[config.mk]
export PLATFORM = sky130hd
export DESIGN_NAME = hex_display_mux_flat
export DESIGN_NICKNAME = d
export VERILOG_FILES = /design/src/rtl/hex_display_mux_if.sv /design/src/rtl/hex_display_mux.sv /design/src/flat_wrapper.sv
export SDC_FILE = /design/constraint.sdc
export NUM_CORES = 1
export LEC_CHECK = 0
export BUFFER_PORTS_ARGS = -buffer_cell sky130_fd_sc_hd__buf_2
export CAP_MARGIN = 10
export CORE_MARGIN = 10
export CORE_UTILIZATION = 45
export DETAILED_ROUTE_END_ITERATION = 8
export GPL_ROUTABILITY_DRIVEN = 0
export GPL_TIMING_DRIVEN = 0
export PLACE_DENSITY = 0.67
export SYNTH_ARGS = -nofsm -noshare
export SYNTH_HDL_FRONTEND = slang
export SYNTH_SLANG_ARGS = --single-unit
[constraint.sdc]
create_clock -name clk -period 9.8 [get_ports clk]
set_input_delay 0.98 -clock clk [delete_from_list [all_inputs] [get_ports clk]]
set_output_delay 0.98 -clock clk [all_outputs]
set_load 0.02 [all_outputs]
[src/rtl/hex_display_mux_if.sv]
// Pin-side bundle of the multiplexed hex display driver: digit data, per-digit
// controls and the scanned anode/cathode/frame outputs.
interface hex_display_mux_if #(
  parameter int N_DIGITS = 4
);
  logic [4*N_DIGITS-1:0] data;
  logic [N_DIGITS-1:0]   dp_in;
  logic [N_DIGITS-1:0]   blank;
  logic                  enable;
  logic [N_DIGITS-1:0]   anode;
  logic [7:0]            catode;
  logic                  frame_tick;

  modport master (
    output data, dp_in, blank, enable,
    input  anode, catode, frame_tick
  );

  modport slave (
    input  data, dp_in, blank, enable,
    output anode, catode, frame_tick
  );
endinterface

[src/rtl/hex_display_mux.sv]
// N-digit multiplexed common-anode 7-segment driver with frame-coherent snapshot.
// Optional leading-zero blanking is built when HEXDISP_LZB_EN is defined.
module hex_display_mux #(
  parameter int N_DIGITS = 4,
  parameter int DIV      = 100000
) (
  input  logic             clk,
  input  logic             reset,
  hex_display_mux_if.slave bus
);

  localparam int CW = (DIV > 1) ? $clog2(DIV) : 1;
  localparam int IW = (N_DIGITS > 1) ? $clog2(N_DIGITS) : 1;
  localparam logic [CW-1:0] CNT_MAX = CW'(DIV - 1);
  localparam logic [IW-1:0] IDX_MAX = IW'(N_DIGITS - 1);

  function automatic logic [6:0] hex7(input logic [3:0] nib);
    logic [6:0] seg;
    case (nib)
      4'h0: seg = 7'h40;
      4'h1: seg = 7'h79;
      4'h2: seg = 7'h24;
      4'h3: seg = 7'h30;
      4'h4: seg = 7'h19;
      4'h5: seg = 7'h12;
      4'h6: seg = 7'h02;
      4'h7: seg = 7'h78;
      4'h8: seg = 7'h00;
      4'h9: seg = 7'h10;
      4'hA: seg = 7'h08;
      4'hB: seg = 7'h03;
      4'hC: seg = 7'h46;
      4'hD: seg = 7'h21;
      4'hE: seg = 7'h06;
      default: seg = 7'h0E;
    endcase
    return seg;
  endfunction

`ifdef HEXDISP_LZB_EN
  // Blank zero digits from the top down until one is non-zero or has its dp lit.
  function automatic logic [N_DIGITS-1:0] lzb_mask(input logic [4*N_DIGITS-1:0] d,
                                                    input logic [N_DIGITS-1:0]   p);
    logic [N_DIGITS-1:0] m;
    logic                lead;
    m    = '0;
    lead = 1'b1;
    for (int i = N_DIGITS - 1; i >= 1; i--) begin
      if (lead && (d[4*i +: 4] == 4'h0) && !p[i])
        m[i] = 1'b1;
      else
        lead = 1'b0;
    end
    return m;
  endfunction
`endif

  logic [CW-1:0]         count_p0;
  logic [IW-1:0]         idx_p0;
  logic [IW-1:0]         next_p0;
  logic                  tick_p0;
  logic                  frame_start_p0;
  logic [4*N_DIGITS-1:0] snap_data_p0;
  logic [N_DIGITS-1:0]   snap_dp_p0;
  logic [N_DIGITS-1:0]   snap_blank_p0;
  logic [N_DIGITS-1:0]   src_dp;
  logic [N_DIGITS-1:0]   src_blank;
  logic [4*N_DIGITS-1:0] src_data;
  logic [31:0]           src_data_w;
  logic [7:0]            src_dp_w;
  logic [7:0]            src_blank_w;
  logic [2:0]            sel;
  logic [3:0]            nib_sel;
  logic                  dp_sel;
  logic                  show_sel;
  logic [N_DIGITS-1:0]   anode_p1;
  logic [7:0]            catode_p1;
  logic                  frame_tick_p1;

`ifdef HEXDISP_LZB_EN
  logic [N_DIGITS-1:0]   lzb_live;
  logic [N_DIGITS-1:0]   snap_lzb_p0;
  assign lzb_live = lzb_mask(bus.data, bus.dp_in);
`endif

  assign tick_p0        = (count_p0 == CNT_MAX);
  assign next_p0        = (idx_p0 == IDX_MAX) ? '0 : idx_p0 + IW'(1);
  assign frame_start_p0 = tick_p0 && (next_p0 == '0);

  // Digit 0 of a frame reads the live inputs, which are the ones being captured.
  always_comb begin
    src_data  = (next_p0 == '0) ? bus.data  : snap_data_p0;
    src_dp    = (next_p0 == '0) ? bus.dp_in : snap_dp_p0;
`ifdef HEXDISP_LZB_EN
    src_blank = (next_p0 == '0) ? (bus.blank | lzb_live) : (snap_blank_p0 | snap_lzb_p0);
`else
    src_blank = (next_p0 == '0) ? bus.blank : snap_blank_p0;
`endif
    src_data_w  = 32'(src_data);
    src_dp_w    = 8'(src_dp);
    src_blank_w = 8'(src_blank);
    sel         = 3'(next_p0);
    nib_sel     = src_data_w[{sel, 2'b00} +: 4];
    dp_sel      = src_dp_w[sel];
    show_sel    = bus.enable && !src_blank_w[sel];
  end

  // Stage p0 -> p1: divider, scan index, snapshot and registered pin outputs.
  always_ff @(posedge clk or posedge reset) begin
    if (reset) begin
      count_p0      <= '0;
      idx_p0        <= IDX_MAX;
      snap_data_p0  <= '0;
      snap_dp_p0    <= '0;
      snap_blank_p0 <= '0;
`ifdef HEXDISP_LZB_EN
      snap_lzb_p0   <= '0;
`endif
      anode_p1      <= '1;
      catode_p1     <= 8'hFF;
      frame_tick_p1 <= 1'b0;
    end else begin
      frame_tick_p1 <= frame_start_p0;
      count_p0      <= tick_p0 ? '0 : count_p0 + CW'(1);
      if (tick_p0) begin
        idx_p0 <= next_p0;
        if (show_sel) begin
          anode_p1  <= ~(N_DIGITS'(1) << next_p0);
          catode_p1 <= {~dp_sel, hex7(nib_sel)};
        end else begin
          anode_p1  <= '1;
          catode_p1 <= 8'hFF;
        end
      end
      if (frame_start_p0) begin
        snap_data_p0  <= bus.data;
        snap_dp_p0    <= bus.dp_in;
        snap_blank_p0 <= bus.blank;
`ifdef HEXDISP_LZB_EN
        snap_lzb_p0   <= lzb_live;
`endif
      end
    end
  end

  assign bus.anode      = anode_p1;
  assign bus.catode     = catode_p1;
  assign bus.frame_tick = frame_tick_p1;

endmodule
[src/flat_wrapper.sv]
// flat-port wrapper written by rule: the top's interface ports become plain ports
module hex_display_mux_flat 
#(
  parameter int N_DIGITS = 4,
  parameter int DIV      = 100000
)
  (clk, reset, bus_data, bus_dp_in, bus_blank, bus_enable, bus_anode, bus_catode, bus_frame_tick);
  hex_display_mux_if #(.N_DIGITS(N_DIGITS)) bus_i ();
  input  logic clk;
  input  logic reset;
  input wire logic [$bits(bus_i.data)-1:0] bus_data;
  input wire logic [$bits(bus_i.dp_in)-1:0] bus_dp_in;
  input wire logic [$bits(bus_i.blank)-1:0] bus_blank;
  input wire logic [$bits(bus_i.enable)-1:0] bus_enable;
  output wire logic [$bits(bus_i.anode)-1:0] bus_anode;
  output wire logic [$bits(bus_i.catode)-1:0] bus_catode;
  output wire logic [$bits(bus_i.frame_tick)-1:0] bus_frame_tick;
  assign bus_i.data = bus_data;
  assign bus_i.dp_in = bus_dp_in;
  assign bus_i.blank = bus_blank;
  assign bus_i.enable = bus_enable;
  assign bus_anode = bus_i.anode;
  assign bus_catode = bus_i.catode;
  assign bus_frame_tick = bus_i.frame_tick;
  hex_display_mux #(.N_DIGITS(N_DIGITS), .DIV(DIV)) u_core (.clk(clk), .reset(reset), .bus(bus_i));
endmodule
After elaboration in Yosys (flattened, before gate mapping)
Memories as Yosys holds them, arrays and structs flattened.
Index checks and enable logic that the tools add are counted.
{ "op_classes": {"mul": 0, "n_bitwise": 2, "eq_ne": 2, "add_sub_neg": 2, "n_lt_le_gt_ge": 1, "n_reduce_logical": 4, "n_div": 0, "n_mux": 11, "n_shift": 2} }
{ "ops": {"columns": ["operator", "n"], "rows": [
  ["variable part select 32 x 5 -> 4 bit", 1],
  ["adder 17 x 1 -> 17 bit, second input constant", 1],
  ["equality test 17 bit, second input constant", 1],
  ["2-to-1 mux 17 bit", 1],
  ["2-to-1 mux 16 bit", 1],
  ["2-to-1 mux 4 bit", 3],
  ["2-to-1 mux 8 bit", 1],
  ["binary-select mux 1 bit (select 2 bit)", 2],
  ["less-than comparator 2 x 4 -> 1 bit, second input constant", 1],
  ["NOT 4 bit", 1],
  ["left shift 1 x 2 -> 4 bit, first input constant", 1],
  ["adder 2 x 1 -> 2 bit, second input constant", 1],
  ["equality test 2 bit, second input constant", 1],
  ["logical AND 1 bit", 2],
  ["logical NOT 2 bit", 1],
  ["2-to-1 mux 1 bit", 2],
  ["2-to-1 mux 2 bit", 1],
  ["logical NOT 1 bit", 1],
  ["NOT 1 bit", 1]
]} }
{ "totals": {"mem_count": 1, "romBits": 112, "regBits": 56, "latch_bits": 0, "mem_bits_rw": 0, "output_inout_bits": 13} }
{ "mem_list": {"columns": ["memory", "words", "width", "rd", "rd_clocked_by_memory_dff", "wr", "line", "source"], "rows": [
  ["(name not given)", 16, 7, 1, 0, 0, "hex_display_mux.sv:19", "case (nib)"]
]} }

Depth between registers and ports, before layout
{ "depth": {"word_depth": 9, "ltp_mapped": 13, "depth_no_buf": 11} }

Least setup slack after synthesis
Ideal clock, no wire load.
{ "synth_path": {"path_type": "register to register", "from": "register u_core.idx_p0[0]", "to": "register u_core.catode_p1[0], in the netlist u_core.bus.catode[0]", "path_stages_with_launch": 12, "required_time_ns": 9.717, "setup_time_ns": 0.083, "synth_period_minus_slack_ns": 3.260, "slack_ns": 6.540, "arrival_ns": 3.177, "n_path_buf": 2, "cell_sequence": "dfstp_2 -> buf_6 -> inv_1 -> ha_1 -> buf_4 -> mux4_1 -> o21ai_0 -> inv_1 -> ha_1 -> or3_1 -> o221ai_1 -> a21oi_1"} }
{ "synth_between": {"elab_chain_len": 9, "elab_cells_between_ends": 13, "classes_between": "1 x add/sub; 1 x eq/ne; 1 x shift; 6 x mux; 3 x reduce/logical; 1 x memory"} }
{ "synth_rtl": {"columns": ["element", "line", "source"], "rows": [
  ["from (decl)", "hex_display_mux.sv:59", "logic [IW-1:0] idx_p0;"],
  ["from (signal assigned)", "hex_display_mux.sv:126", "idx_p0 <= next_p0;"],
  ["adder 2 x 1 -> 2 bit or equality test 2 bit (tied branches)", "hex_display_mux.sv:87", "assign next_p0 = (idx_p0 == IDX_MAX) ? '0 : idx_p0 + IW'(1);"],
  ["2-to-1 mux 2 bit (*)", "hex_display_mux.sv:87", null],
  ["named net u_core.next_p0[1]", "hex_display_mux.sv:60", "logic [IW-1:0] next_p0;"],
  ["parallel branches: the longest is 6 deep, another holds memory (16 x 7 bit)", null, null],
  ["2-to-1 mux 8 bit (*)", "hex_display_mux.sv:127", "if (show_sel) begin"],
  ["to (signal assigned)", "hex_display_mux.sv:129", "catode_p1 <= {~dp_sel, hex7(nib_sel)};"],
  ["to (decl)", "hex_display_mux.sv:77", "logic [7:0] catode_p1;"]
]} }
Mark *: on every way through the listed nets, which the timed path passes. The select of a mux whose other input is x is not followed.
A chain may end at the register's enable or synchronous reset.

Final worst setup path
{ "layout_path": {"from": "register u_core.idx_p0[0]", "to": "register u_core.catode_p1[6], in the netlist u_core.bus.catode[6]"} }
The elaborated chain is that of the path after synthesis.

==> results_dict.tcl <==
set metrics [dict create \
    status "complete, no violations" \
    hp-class "register to register" \
    grtUsageTotal_pct 11.9 \
    globalRouteOverflowTotal 0 \
    synth_cell_types 41 \
    cp-end-kind "register" \
    syn_avg_cell_area_um2 12.0 \
    start_util_pct 47.2 \
    yosys_most_used_dff "dfrtp_1" \
    rows 28 \
    max_stage_delay_ns 0.66 \
    nNetsFinal 325 \
    slowest_stage "o21ai_0" \
    dr_total_vias 1876 \
    p_per_area_nw_per_um2 122 \
    crit_path_cell_trace "buf_6 -> inv_1 -> ha_1 -> buf_4 -> mux4_1 -> o21ai_0 -> inv_1 -> ha_1 -> mux2_2 -> a22oi_1 -> a21oi_1" \
    synth-xor-area-share_pct 4.59 \
    worstSkewPairLatency_ns 0.30 \
    fin_tns_setup_ns 0 \
    clock-sinks 56 \
    synthArstFlopShare_pct 100 \
    dp_hpwl_mm 4.18 \
    totalPowerFinal_uw 399 \
    die_x_um 99.7 \
    cts_made_buffers 5 \
    crit_family "compound AO/OA/AOI/OAI gates" \
    start_kind "register" \
    synth_edf_count 0 \
    grt_pass1_vias 2104 \
    syn_inst 239 \
    vias_per_cell 5.18 \
    ios 40 \
    cts_tree "done" \
    ys_seq_area_share_pct 49.6 \
    place_inst 354 \
    hold_buffers 0 \
    fin_cells 362 \
    ir_worst_vdd_uv 71.3 \
    period_minus_slack_ns 3.79 \
    synthMuxAreaShare_pct 19.7 \
    dr.pass1.iters 4 \
    synth_top_family_by_area "multiplexers" \
    clkSlewWorstSetupHoldPaths_ns 0.09 \
    synth_area_um2 2860 \
    drc_errors 0 \
    grt_pass1_wl_mm 9.85 \
    grt_max_degree 38 \
    grt_antenna_before_repair 0 \
    cap_violations 0 \
    critPathBufInv 4 \
    crit_type "register to register" \
    die-area_um2 9950 \
    drive_gt1_share_pct 37.6 \
    finalHoldViolations 0 \
    die_height_um 99.7 \
    drt.antenna.violating_nets 0 \
    ys_seq_elements 56 \
    worstPathArrival_ns 4.01 \
    synthSimpleGateAreaFrac_pct 12.0 \
    fin_crit_sh_pct 38.7 \
    drv_slew 0 \
    ys_warn_count 0 \
    register_area_um2 1420 \
    htree_levels 2 \
    hold_slack_ns 0.498 \
    skew_ns 0.0143 \
    n_fill_cell 533 \
    path_max_fanout 10 \
    synth_fa_ha_area_share_pct 5.25 \
    rsz0062_at_grt "false" \
    max_clock_freq_mhz 264 \
    n_antenna_cell 0 \
    cts_buffer_depth 2 \
    drt_first_iter_violations 67 \
    p_leak_uw 0.00152 \
    area_growth_pct 14.5 \
    postCtsSetupBuffers 0 \
    syn-num-nets 278 \
    slew_headroom_pct 45.2 \
    setup_violations 0 \
    crit_required_ns 10.02 \
    tightest_slew_ns 0.814 \
    clock-root-buffer "clkbuf_8" \
    synth_compound_area_share_pct 5.42 \
    wl_per_cell_um 15.5 \
    totalWireLength_mm 5.61 \
    coreArea_um2 6060 \
    postCtsResizedCells 0 \
    port-buffer-count 39 \
    multi_input_area_um2 1350 \
]
-- through the flow --
step	area (µm²)	utilization [%]	worst slack (ns)
floorplan	2860	-	6.54
global placement	3150	52.0	6.05
detailed placement	3170	52.3	6.06
CTS	3280	54.0	6.03
global route	3280	54.0	5.79
finish	3280	54.0	6.01
-- synthesized netlist by cell type (2+ instances only) --
cell type / n / share of area, %
mux2_1: 2 / 0.79
buf_2: 3 / 0.52
dfrtp_1: 42 / 37
or3_1: 3 / 0.66
a31oi_1: 7 / 1.5
nor2b_1: 3 / 0.66
inv_1: 8 / 1.0
clkbuf_1: 2 / 0.26
mux2i_1: 8 / 2.8
o21ai_0: 5 / 0.87
xor2_1: 7 / 2.1
mux4_1: 3 / 2.8
nand2_1: 13 / 1.7
mux4_2: 2 / 1.6
ha_1: 12 / 5.2
a22oi_1: 2 / 0.52
buf_4: 2 / 0.52
and3_1: 4 / 0.87
nand3_1: 7 / 1.2
mux2_2: 30 / 12
nand2b_1: 2 / 0.44
nand4_1: 4 / 0.87
buf_6: 2 / 0.79
nor3_1: 2 / 0.35
a21oi_1: 5 / 0.87
nor2_1: 23 / 3.0
dfstp_2: 14 / 13
nand2_2: 2 / 0.44
xnor2_1: 8 / 2.4
-- per-layer routing --
metal	GRT usage, %	routed length, µm	vias to the layer above
met4	2.98	46	0
met5	0	0	-
met1	15.2	2720	901
met2	18.9	2500	38
met3	4.15	347	5
li1	-	-	932
-- report_power, final --
part | total, µW | internal [µW] | switching, µW
clock | 148 | 76.6 | 71.4
combinational | 17.6 | 8.46 | 9.12
sequential | 233 | 233 | 0.689
total | 399 | 318 | 81.2
-- final cells by class --
type	count	share of cell area [%]
Buffer	9	1.83
Sequential cell	56	43.3
Timing Repair Buffer	40	6.57
Clock inverter	1	0.917
Multi-Input combinational cell	165	41.1
Inverter	9	1.11
Tap cell	75	2.86
Clock buffer	7	2.33
-- cell usage in the layout, fill, tap and decap left out, drive strengths merged, types with 8 or more instances in the layout --
cell / netlist / layout
buf: 7 / 47
dfrtp: 42 / 42
mux2: 32 / 32
nor2: 23 / 23
nand2: 15 / 15
dfstp: 14 / 14
ha: 12 / 12
inv: 9 / 9
clkbuf: 2 / 9
mux2i: 8 / 8
xnor2: 8 / 8
-- worst register-to-register path: stages (launching register included) --
cell	delay (ns)
dfstp_2	0.57
buf_6	0.16
inv_1	0.09
ha_1	0.36
buf_4	0.25
mux4_1	0.56
o21ai_0	0.66
inv_1	0.21
ha_1	0.31
mux2_2	0.28
a22oi_1	0.18
a21oi_1	0.09
-- cells by family (layout without fill, tap and decap cells) --
logic type	after synthesis	count (layout)
xor gates and xnor gates	15	15
and+or+nand+nor	69	69
adders and majority gates	12	12
muxes	45	45
AOI/OAI and AO/OA	24	24
DFF	56	56
buffers and inverters	18	66
-- final timing paths --
path                       cells after the start                       to          startpoint  slack (ns)
max reg2reg                                   11     u_core.bus.catode[6]    u_core.idx_p0[0]        6.01
max                                           11     u_core.bus.catode[6]    u_core.idx_p0[0]        6.01
max in group asynchronous                      3     u_core.bus.catode[1]               reset        8.52
min reg2reg                                    1       u_core.count_p0[0]  u_core.count_p0[0]        0.50
min in group asynchronous                      2  u_core.snap_blank_p0[2]               reset        0.66
min                                            1       u_core.count_p0[0]  u_core.count_p0[0]        0.50
-- state kept, by name, indices dropped and copies added, names as in the netlist --
| name | cells |
|---|---|
| u_core.idx_p0 | 2 |
| u_core.bus.frame_tick | 1 |
| u_core.snap_data_p0 | 16 |
| u_core.bus.catode | 8 |
| u_core.bus.anode | 4 |
| u_core.snap_dp_p0 | 4 |
| u_core.snap_blank_p0 | 4 |
| u_core.count_p0 | 17 |
(Power assumes the default switching activity.)
